## config.mk

```make
export PLATFORM = sky130hd
export DESIGN_NAME = custom_mdu
export DESIGN_NICKNAME = d
export VERILOG_FILES = /design/src/rtl/custom_mdu.sv
export SDC_FILE = /design/constraint.sdc
export NUM_CORES = 1
export LEC_CHECK = 0
export CAP_MARGIN = 10
export CORE_MARGIN = 5
export CORE_UTILIZATION = 55
export CTS_CLUSTER_SIZE = 14
export DETAILED_ROUTE_END_ITERATION = 7
export MAX_ROUTING_LAYER = met4
export PLACE_DENSITY = 0.78
export SYNTH_ARGS = -nofsm -noshare
export SYNTH_HDL_FRONTEND = slang
export SYNTH_SLANG_ARGS = --single-unit
```

## constraint.sdc

```tcl
create_clock -name CLK -period 6.3 [get_ports CLK]
set_input_delay 1.26 -clock CLK [delete_from_list [all_inputs] [get_ports CLK]]
set_output_delay 1.26 -clock CLK [all_outputs]
set_load 0.01 [all_outputs]
```

## src/rtl/custom_mdu.sv

```systemverilog
// Custom-opcode multi-cycle unit: iterative MULT and MODULO, single-cycle IS_EVEN.
// One request in flight; the response is held until the writeback consumer takes it.
module custom_mdu #(
   parameter int unsigned WIDTH = 32
) (
   input  logic             CLK,
   input  logic             RSTn,
   input  logic             req_valid,
   output logic             req_ready,
   input  logic [31:0]      inst,
   input  logic [WIDTH-1:0] operand1,
   input  logic [WIDTH-1:0] operand2,
   output logic             resp_valid,
   input  logic             resp_ready,
   output logic [WIDTH-1:0] result,
   output logic             busy
);

   typedef enum logic [1:0] {
      IDLE = 2'd0,
      MUL  = 2'd1,
      DIV  = 2'd2,
      DONE = 2'd3
   } state_t;

   localparam logic [6:0] OPC_CUSTOM = 7'b0001011;
   localparam logic [5:0] LAST_ITER  = 6'(WIDTH - 1);

   state_t           state;
   logic [5:0]       cnt;
   logic [WIDTH-1:0] acc;
   logic [WIDTH-1:0] mcand;
   logic [WIDTH-1:0] mplier;
   logic [WIDTH-1:0] rem;
   logic [WIDTH-1:0] dvd;
   logic [WIDTH-1:0] dvs;
   logic             neg;

   logic [6:0]       opc;
   logic [2:0]       f3;
   logic [6:0]       f7;
   logic [WIDTH-1:0] op1_mag;
   logic [WIDTH-1:0] op2_mag;
   logic [WIDTH-1:0] mul_sum;
   logic [WIDTH:0]   rem_sh;
   logic [WIDTH:0]   rem_sub;
   logic [WIDTH-1:0] rem_next;
   logic [WIDTH-1:0] rem_signed;
   logic             unused_inst;

   assign opc = inst[6:0];
   assign f3  = inst[14:12];
   assign f7  = inst[31:25];
   assign unused_inst = ^{inst[24:15], inst[11:7]};

   assign req_ready  = (state == IDLE);
   assign busy       = (state != IDLE);
   assign resp_valid = (state == DONE);

   always_comb begin
      op1_mag  = operand1[WIDTH-1] ? (~operand1 + 1'b1) : operand1;
      op2_mag  = operand2[WIDTH-1] ? (~operand2 + 1'b1) : operand2;
      mul_sum  = mplier[0] ? (acc + mcand) : acc;
      // Restoring step: shift in the next dividend bit, subtract only if it fits.
      rem_sh   = {rem, dvd[WIDTH-1]};
      rem_sub  = rem_sh - {1'b0, dvs};
      rem_next = (rem_sh >= {1'b0, dvs}) ? rem_sub[WIDTH-1:0] : rem_sh[WIDTH-1:0];
      rem_signed = neg ? (~rem_next + 1'b1) : rem_next;
   end

   always_ff @(posedge CLK) begin
      if (!RSTn) begin
         state  <= IDLE;
         cnt    <= '0;
         result <= '0;
         acc    <= '0;
         mcand  <= '0;
         mplier <= '0;
         rem    <= '0;
         dvd    <= '0;
         dvs    <= '0;
         neg    <= 1'b0;
      end else begin
         case (state)
            IDLE: begin
               if (req_valid) begin
                  cnt <= '0;
                  if (opc == OPC_CUSTOM && f3 == 3'b111 && f7 == 7'b0000000) begin
                     acc    <= '0;
                     mcand  <= operand1;
                     mplier <= operand2;
                     state  <= MUL;
                  end else if (opc == OPC_CUSTOM && f3 == 3'b111 && f7 == 7'b0000001) begin
                     if (operand2 == '0) begin
                        result <= operand1;
                        state  <= DONE;
                     end else begin
                        rem   <= '0;
                        dvd   <= op1_mag;
                        dvs   <= op2_mag;
                        neg   <= operand1[WIDTH-1];
                        state <= DIV;
                     end
                  end else if (opc == OPC_CUSTOM && f3 == 3'b110) begin
                     result <= {{(WIDTH-1){1'b0}}, ~operand1[0]};
                     state  <= DONE;
                  end else begin
                     result <= '0;
                     state  <= DONE;
                  end
               end
            end
            MUL: begin
               acc    <= mul_sum;
               mcand  <= mcand << 1;
               mplier <= mplier >> 1;
               cnt    <= cnt + 6'd1;
               if (cnt == LAST_ITER) begin
                  result <= mul_sum;
                  state  <= DONE;
               end
            end
            DIV: begin
               rem <= rem_next;
               dvd <= dvd << 1;
               cnt <= cnt + 6'd1;
               if (cnt == LAST_ITER) begin
                  result <= rem_signed;
                  state  <= DONE;
               end
            end
            DONE: begin
               if (resp_ready) begin
                  state <= IDLE;
               end
            end
            default: state <= IDLE;
         endcase
      end
   end

endmodule
```

==> flow_summary.toml, run 1 <==
[synthesis]
synth_flop_cell = "dfxtp_1"
synth-seq-cells = 233
synth_top_area_share_pct = 28.0
async_flop_share_pct = 0
synthCells = 2222
synth_top_area_cell = "dfxtp_1"
ys_types = 84
synth_area_leaders = "dfxtp_1 (28%), nand2_1 (6.5%), a21oi_1 (5.8%)"
synthSimpleGateAreaFrac_pct = 21.6
synthMuxAreaShare_pct = 6.40
synth-compound-area-share_pct = 26.7
ys_warn_count = 0
synth-edff-count = 0
synth-adder-area-share_pct = 5.65
syn_avg_cell_area_um2 = 7.49
synth_top_family_by_area = "compound AO/OA/AOI/OAI gates"
synth.yosys.seq_area_share_pct = 28.0
synth_nets = 2396
synth_area_um2 = 16600
synth_xor_area_share_pct = 6.47

[timing]
timing.final.crit_share_pct = 87.2
rsz0062_at_grt = "false"
max_slew_margin_pct = 32.4
tightest_slew_ns = 1.01
setup_viol_count_final = 0
fin_ws_ns = 0.807
min_period_ns = 5.49
final.setup.tns_ns = 0
clock.fmax_ghz = 0.182
finClkSkew_ns = 0.0235
final_hold_viol_count = 0
drv_slew = 0

[grt]
antenna_found_initial = 0
grt_max_degree = 132
met1_usage_pct = 40.8
grt_first_pass_wirelength_mm = 85.7
met3_usage_pct = 3.82
use_met2_pct = 51.7
gr-max-usage-layer = "met2"
grt_overflow_total = 0
track_usage_pct = 31.9
grt_pass1_vias = 15700

[floorplanning]
pin_count = 135
die_area_um2 = 33900
core_um2 = 29800
rows = 63
start_util_pct = 55.9
die-width_um = 184
die_h_um = 184

[place]
gp_congestion = 0.956
numPortBuffers = 119
hpwl_mm = 39.9
post-place-ws_ns = 0.905

[finish]
drive_gt1_share_pct = 5.86
mostFrequentLayoutCells = "nand2_1 (289), dfxtp_1 (232), nor2_1 (230)"
final_common_cell = "nand2_1"
seq_area_um2 = 4670
finalNetCount = 2421
multi_input_area_um2 = 11200
antennaDiodeCount = 0
nFillCells = 2596
area_delta_synth_final_pct = 14.9

[worst_setup_path]
critical_path_peak_fanout = 8
path_class = "flip-flop to flip-flop"
reg2regPathDepth = 17
rrSetupSlack_ns = 0.81
start_kind = "flip-flop"
critical_path_arrival_ns = 5.95
reg2reg_from = "rem[15]$_SDFFE_PN0P_"
required_ns = 6.76
endpoint_kind = "flip-flop"
r2r-end = "result[22]$_SDFFE_PN0P_"

[run]
drv_cap = 0

[pwr]
p_seq_share_pct = 32.9
p_leak_nw = 7.22
p_int_mw = 3.56
power_mw = 5.61
cellPowerDensity_nw_per_um2 = 293
pwr-share-clk_pct = 32.6
p_sw_mw = 2.05
swShare_pct = 36.6
combPwrFrac_pct = 34.4
vdd_drop_max_uv = 200

[route]
drtIter0Drc = 1516
vias = 16800
avgRoutedWirePerCell_um = 20.4
dr.pass1.iters = 5
drt_wl_total_mm = 54.3
vias_per_cell = 6.33
ant_nets = 0
drc_errors = 0

[status]
outcome = "complete, no violations"

[clock_network]
post_cts_buffers = 0
clock-sinks = 233
cts_htree_levels = 1
cts_tree = "yes"
cts_resized = 0
cts.path.max_buffers = 3
cts_hold_buffers = 0
clock_latency_ns = 0.56
numCtsBuffers = 28
ctsRootBufferMaster = "clkbuf_16"
path_clk_slew_ns = 0.06

[min_path]
hp-start = "dvd[27]$_SDFFE_PN0P_"
min_to = "dvd[27]$_SDFFE_PN0P_"
min_path_type = "flip-flop to flip-flop"
min_path_cells = 2
-- registers in the layout, summed over array words and instances (netlist names) --
| name | count |
|---|---|
| state | 2 |
| cnt | 6 |
| dvs | 32 |
| dvd | 32 |
| rem | 32 |
| mcand | 32 |
| neg | 1 |
| result | 32 |
| mplier | 32 |
| acc | 32 |
-- area by class of cell --
type | instances | area share, %
clock buffers | 40 | 4.32
clock inverters | 12 | 1.21
inverters | 69 | 1.38
multi-input cells | 1766 | 58.6
flip-flops and latches | 233 | 24.4
well taps | 390 | 2.55
repair buffers | 149 | 7.54
-- power groups by stage --
| stage | Combinational (mW) | Sequential, mW | Clock [mW] |
|---|---|---|---|
| floorplan | 1.26 | 1.84 | 0 |
| global placement | 1.86 | 1.86 | 0 |
| detailed placement | 1.91 | 1.87 | 0 |
| CTS | 1.92 | 1.84 | 1.86 |
| global route | 2.11 | 1.87 | 1.91 |
| finish | 1.93 | 1.85 | 1.83 |
-- critical path, stage by stage, from the launching register on --
cell and delay, ns:
dfxtp_1 0.37, ha_1 0.46, nand4_1 0.22, nor4_1 0.66, a31oi_1 0.24, o21a_1 0.23
o21ai_4 0.12, mux2i_1 0.33, ha_1 0.29, inv_1 0.11, nor2_1 0.10, nor4b_1 0.52
a31oi_2 0.30, nor4_1 0.49, a31oi_1 0.16, xnor2_1 0.29, a221oi_1 0.15, o41ai_1 0.35
-- synth_stat cells, drive strengths merged, types with 10 or more instances --
master / n
nand2: 289
or3: 12
a211o: 10
nand3: 73
ha: 72
o21ai: 134
nand4: 28
o21a: 15
a211oi: 113
buf: 29
xnor2: 43
nand2b: 16
nor4: 11
or2: 10
o211ai: 23
or4: 16
a2111oi: 10
mux2: 19
xor2: 80
a31oi: 22
clkbuf: 125
a221oi: 16
nor3: 48
a21o: 23
dfxtp: 233
a21oi: 194
mux2i: 85
inv: 66
o31ai: 27
nor2: 230
-- cell families after synthesis --
group	after synthesis
flops	233
fa+ha+maj	74
xor+xnor	123
compound gates	679
mux	104
buf+inv	223
simple gates	786
-- stage by stage --
step,utilization [%],hold WS (ns),area (um2),instances
4_1_cts,64.2,0.453,19100,2659
5_1_grt,64.2,0.465,19100,2659
3_5_place_dp,60.6,0.444,18100,2607
3_3_place_gp,60.6,0.439,18100,2607
2_1_floorplan,-,0.432,16600,2222
6_report,64.2,0.450,19100,2659
-- worst max path at each step --
| stage | start | to | slack, ns | depth (start not counted) |
|---|---|---|---|---|
| floorplan | dvs[24]$_SDFFE_PN0P_ | result[26]$_SDFFE_PN0P_ | 1.27 | 20 |
| global placement | operand2[0] | result[11]$_SDFFE_PN0P_ | 1.01 | 13 |
| detailed placement | operand2[0] | result[11]$_SDFFE_PN0P_ | 0.91 | 13 |
| CTS | rem[14]$_SDFFE_PN0P_ | result[22]$_SDFFE_PN0P_ | 1.01 | 17 |
| global route | dvs[14]$_SDFFE_PN0P_ | result[22]$_SDFFE_PN0P_ | 0.41 | 18 |
| finish | rem[15]$_SDFFE_PN0P_ | result[22]$_SDFFE_PN0P_ | 0.81 | 17 |
-- per-layer routing --
metal	up-vias	wire, um
met4	0	2290
met1	7923	22900
li1	8155	-
met3	107	3870
met5	-	0
met2	644	25300
No activity file was read; power rests on OpenSTA's default activity.
==> run 2: changes to the inputs <==
--- a/config.mk
+++ b/config.mk
@@ -5,6 +5,7 @@
 export SDC_FILE = /design/constraint.sdc
 export NUM_CORES = 1
 export LEC_CHECK = 0
+export ABC_AREA = 1
 export CAP_MARGIN = 10
 export CORE_MARGIN = 5
 export CORE_UTILIZATION = 55
==> flow_summary.toml, run 2 <==
[synthesis]
synth-seq-cells = 233
synth_top_family_by_area = "simple AND/OR/NAND/NOR gates"
synthSimpleGateAreaFrac_pct = 31.3
synthCells = 2753
synthMuxAreaShare_pct = 0
ys_types = 59
synth-edff-count = 0
synth_area_leaders = "dfxtp_1 (27%), nand2_1 (16%), a21oi_1 (7.8%)"
synth_flop_cell = "dfxtp_1"
synth_area_um2 = 17100
synth_top_area_share_pct = 27.3
synth-compound-area-share_pct = 21.7
synth_nets = 2927
synth_top_area_cell = "dfxtp_1"
syn_avg_cell_area_um2 = 6.20
ys_warn_count = 0
async_flop_share_pct = 0
synth.yosys.seq_area_share_pct = 27.3
synth-adder-area-share_pct = 5.51
synth_xor_area_share_pct = 4.46
synth.most_common_cell = "nand2_1"
yosys-top-cells-count = "nand2_1 (742), inv_1 (274), a21oi_1 (267), o21ai_0 (261), dfxtp_1 (233)"

[timing]
whs_ns = 0.453
setup_viol_count_final = 0
min_period_ns = 4.35
clock.fmax_ghz = 0.230
rsz0062_at_grt = "false"
tightest_slew_ns = 1.06
final.setup.tns_ns = 0
final_hold_viol_count = 0
max_slew_margin_pct = 29.1
finClkSkew_ns = 0.0291
timing.final.crit_share_pct = 69.1
drv_slew = 0

[floorplanning]
pin_count = 135
die_area_um2 = 34700
rows = 64
die-width_um = 186
start_util_pct = 55.8
die_h_um = 186
core_um2 = 30600

[grt]
grt_first_pass_wirelength_mm = 88.5
antenna_found_initial = 1
grt_max_degree = 113
track_usage_pct = 32.1
grt_overflow_total = 0
grt_pass1_vias = 17200

[pwr]
vdd_drop_max_uv = 586
cellPowerDensity_nw_per_um2 = 352
p_leak_nw = 8.70

[worst_setup_path]
critical_path_arrival_ns = 4.74
crit_start = "operand2[0]"
rrSetupSlack_ns = 1.99
path_class = "primary input to flip-flop"
reg2reg_from = "dvd[31]$_SDFFE_PN0P_"
cp-endpoint = "rem[29]$_SDFFE_PN0P_"
required_ns = 6.69
endpoint_kind = "flip-flop"
start_kind = "primary input"
reg2regPathDepth = 21
r2r-end = "result[8]$_SDFFE_PN0P_"
critical_path_peak_fanout = 46

[finish]
fin_area_um2 = 19400
area_delta_synth_final_pct = 13.4
finalNetCount = 2965
nFillCells = 2922
seq_area_um2 = 4660
multi_input_area_um2 = 10800
antennaDiodeCount = 0
drive_gt1_share_pct = 5.41
final_common_cell = "nand2_1"
fin_util_pct = 63.3
mostFrequentLayoutCells = "nand2_1 (742), inv_1 (273), a21oi_1 (266)"

[clock_network]
cts.path.max_buffers = 3
ctsRootBufferMaster = "clkbuf_16"
cts_tree = "yes"
path_clk_slew_ns = 0.06
post_cts_buffers = 0
cts_resized = 0
cts_htree_levels = 1
clock-sinks = 233
clock_latency_ns = 0.56
cts_hold_buffers = 0
numCtsBuffers = 27

[min_path]
min_path_type = "flip-flop to flip-flop"
min_path_cells = 2

[route]
vias = 18600
drc_errors = 0
drt_wl_total_mm = 55.2
avgRoutedWirePerCell_um = 17.2
dr.pass1.iters = 5
drtIter0Drc = 1657
ant_nets = 0
vias_per_cell = 5.79

[place]
numPortBuffers = 119
hpwl_mm = 41.2
dpl_cell_area_um2 = 18400
gp_congestion = 0.991

[status]
outcome = "complete, no violations"

[run]
drv_cap = 0
run 2: logic make-up after synthesis:
kind of cell,after synthesis
xor gates and xnor gates,87
buffers and inverters,422
adders and majority gates,74
AOI/OAI and AO/OA,683
and+or+nand+nor,1254
DFF,233
run 2: final cells by class:
type | instances | area share, %
Clock inverter | 15 | 1.05
Sequential cell | 233 | 24.1
Multi-Input combinational cell | 2098 | 55.8
Inverter | 289 | 5.60
Tap cell | 396 | 2.56
Timing Repair Buffer | 142 | 7.03
Clock buffer | 35 | 3.90
run 2: how the worst min path moves through the flow:
stage | start | endpoint | slack (ns)
4_1_cts | dvd[27]$_SDFFE_PN0P_ | dvd[27]$_SDFFE_PN0P_ | 0.46
3_3_place_gp | dvd[27]$_SDFFE_PN0P_ | dvd[27]$_SDFFE_PN0P_ | 0.45
6_report | dvd[27]$_SDFFE_PN0P_ | dvd[27]$_SDFFE_PN0P_ | 0.45
3_5_place_dp | dvd[27]$_SDFFE_PN0P_ | dvd[27]$_SDFFE_PN0P_ | 0.45
5_1_grt | dvd[27]$_SDFFE_PN0P_ | dvd[27]$_SDFFE_PN0P_ | 0.47
2_1_floorplan | dvd[27]$_SDFFE_PN0P_ | dvd[27]$_SDFFE_PN0P_ | 0.43
run 2: routing by layer:
metal | track usage (%) | up-vias | wire length [um]
met3 | 3.89 | 107 | 4090
met5 | - | - | 0
li1 | - | 9218 | -
met1 | 44.7 | 8524 | 25400
met4 | 8.42 | 0 | 1550
met2 | 49.9 | 725 | 24100
run 2: power breakdown:
group | internal [mW] | switching, mW
Sequential | 1.77 | 0.195
Clock | 1.02 | 0.674
Combinational | 1.04 | 2.12
Total | 3.83 | 2.99
run 2: critical path, stage by stage:
cell,delay (ns)
clkdlybuf4s50_1,0.45
inv_1,0.10
ha_1,0.17
nand3_1,0.16
nor2_1,0.16
nand3_1,0.12
nor2_1,0.20
nand2_1,0.13
nor4_2,0.29
nand4_1,0.22
o21ai_1,0.26
nor2_4,0.06
a21oi_4,0.13
buf_4,0.51
nor2_2,0.05
buf_4,0.26
nand2_1,0.12
a21oi_1,0.08
run 2: metrics by stage:
step | instances | power (mW) | setup WS (ns)
floorplan | 2753 | 4.14 | 2.79
global placement | 3158 | 5.00 | 1.59
detailed placement | 3158 | 5.08 | 1.51
CTS | 3208 | 6.78 | 2.01
global route | 3208 | 7.29 | 1.64
finish | 3208 | 6.82 | 1.95
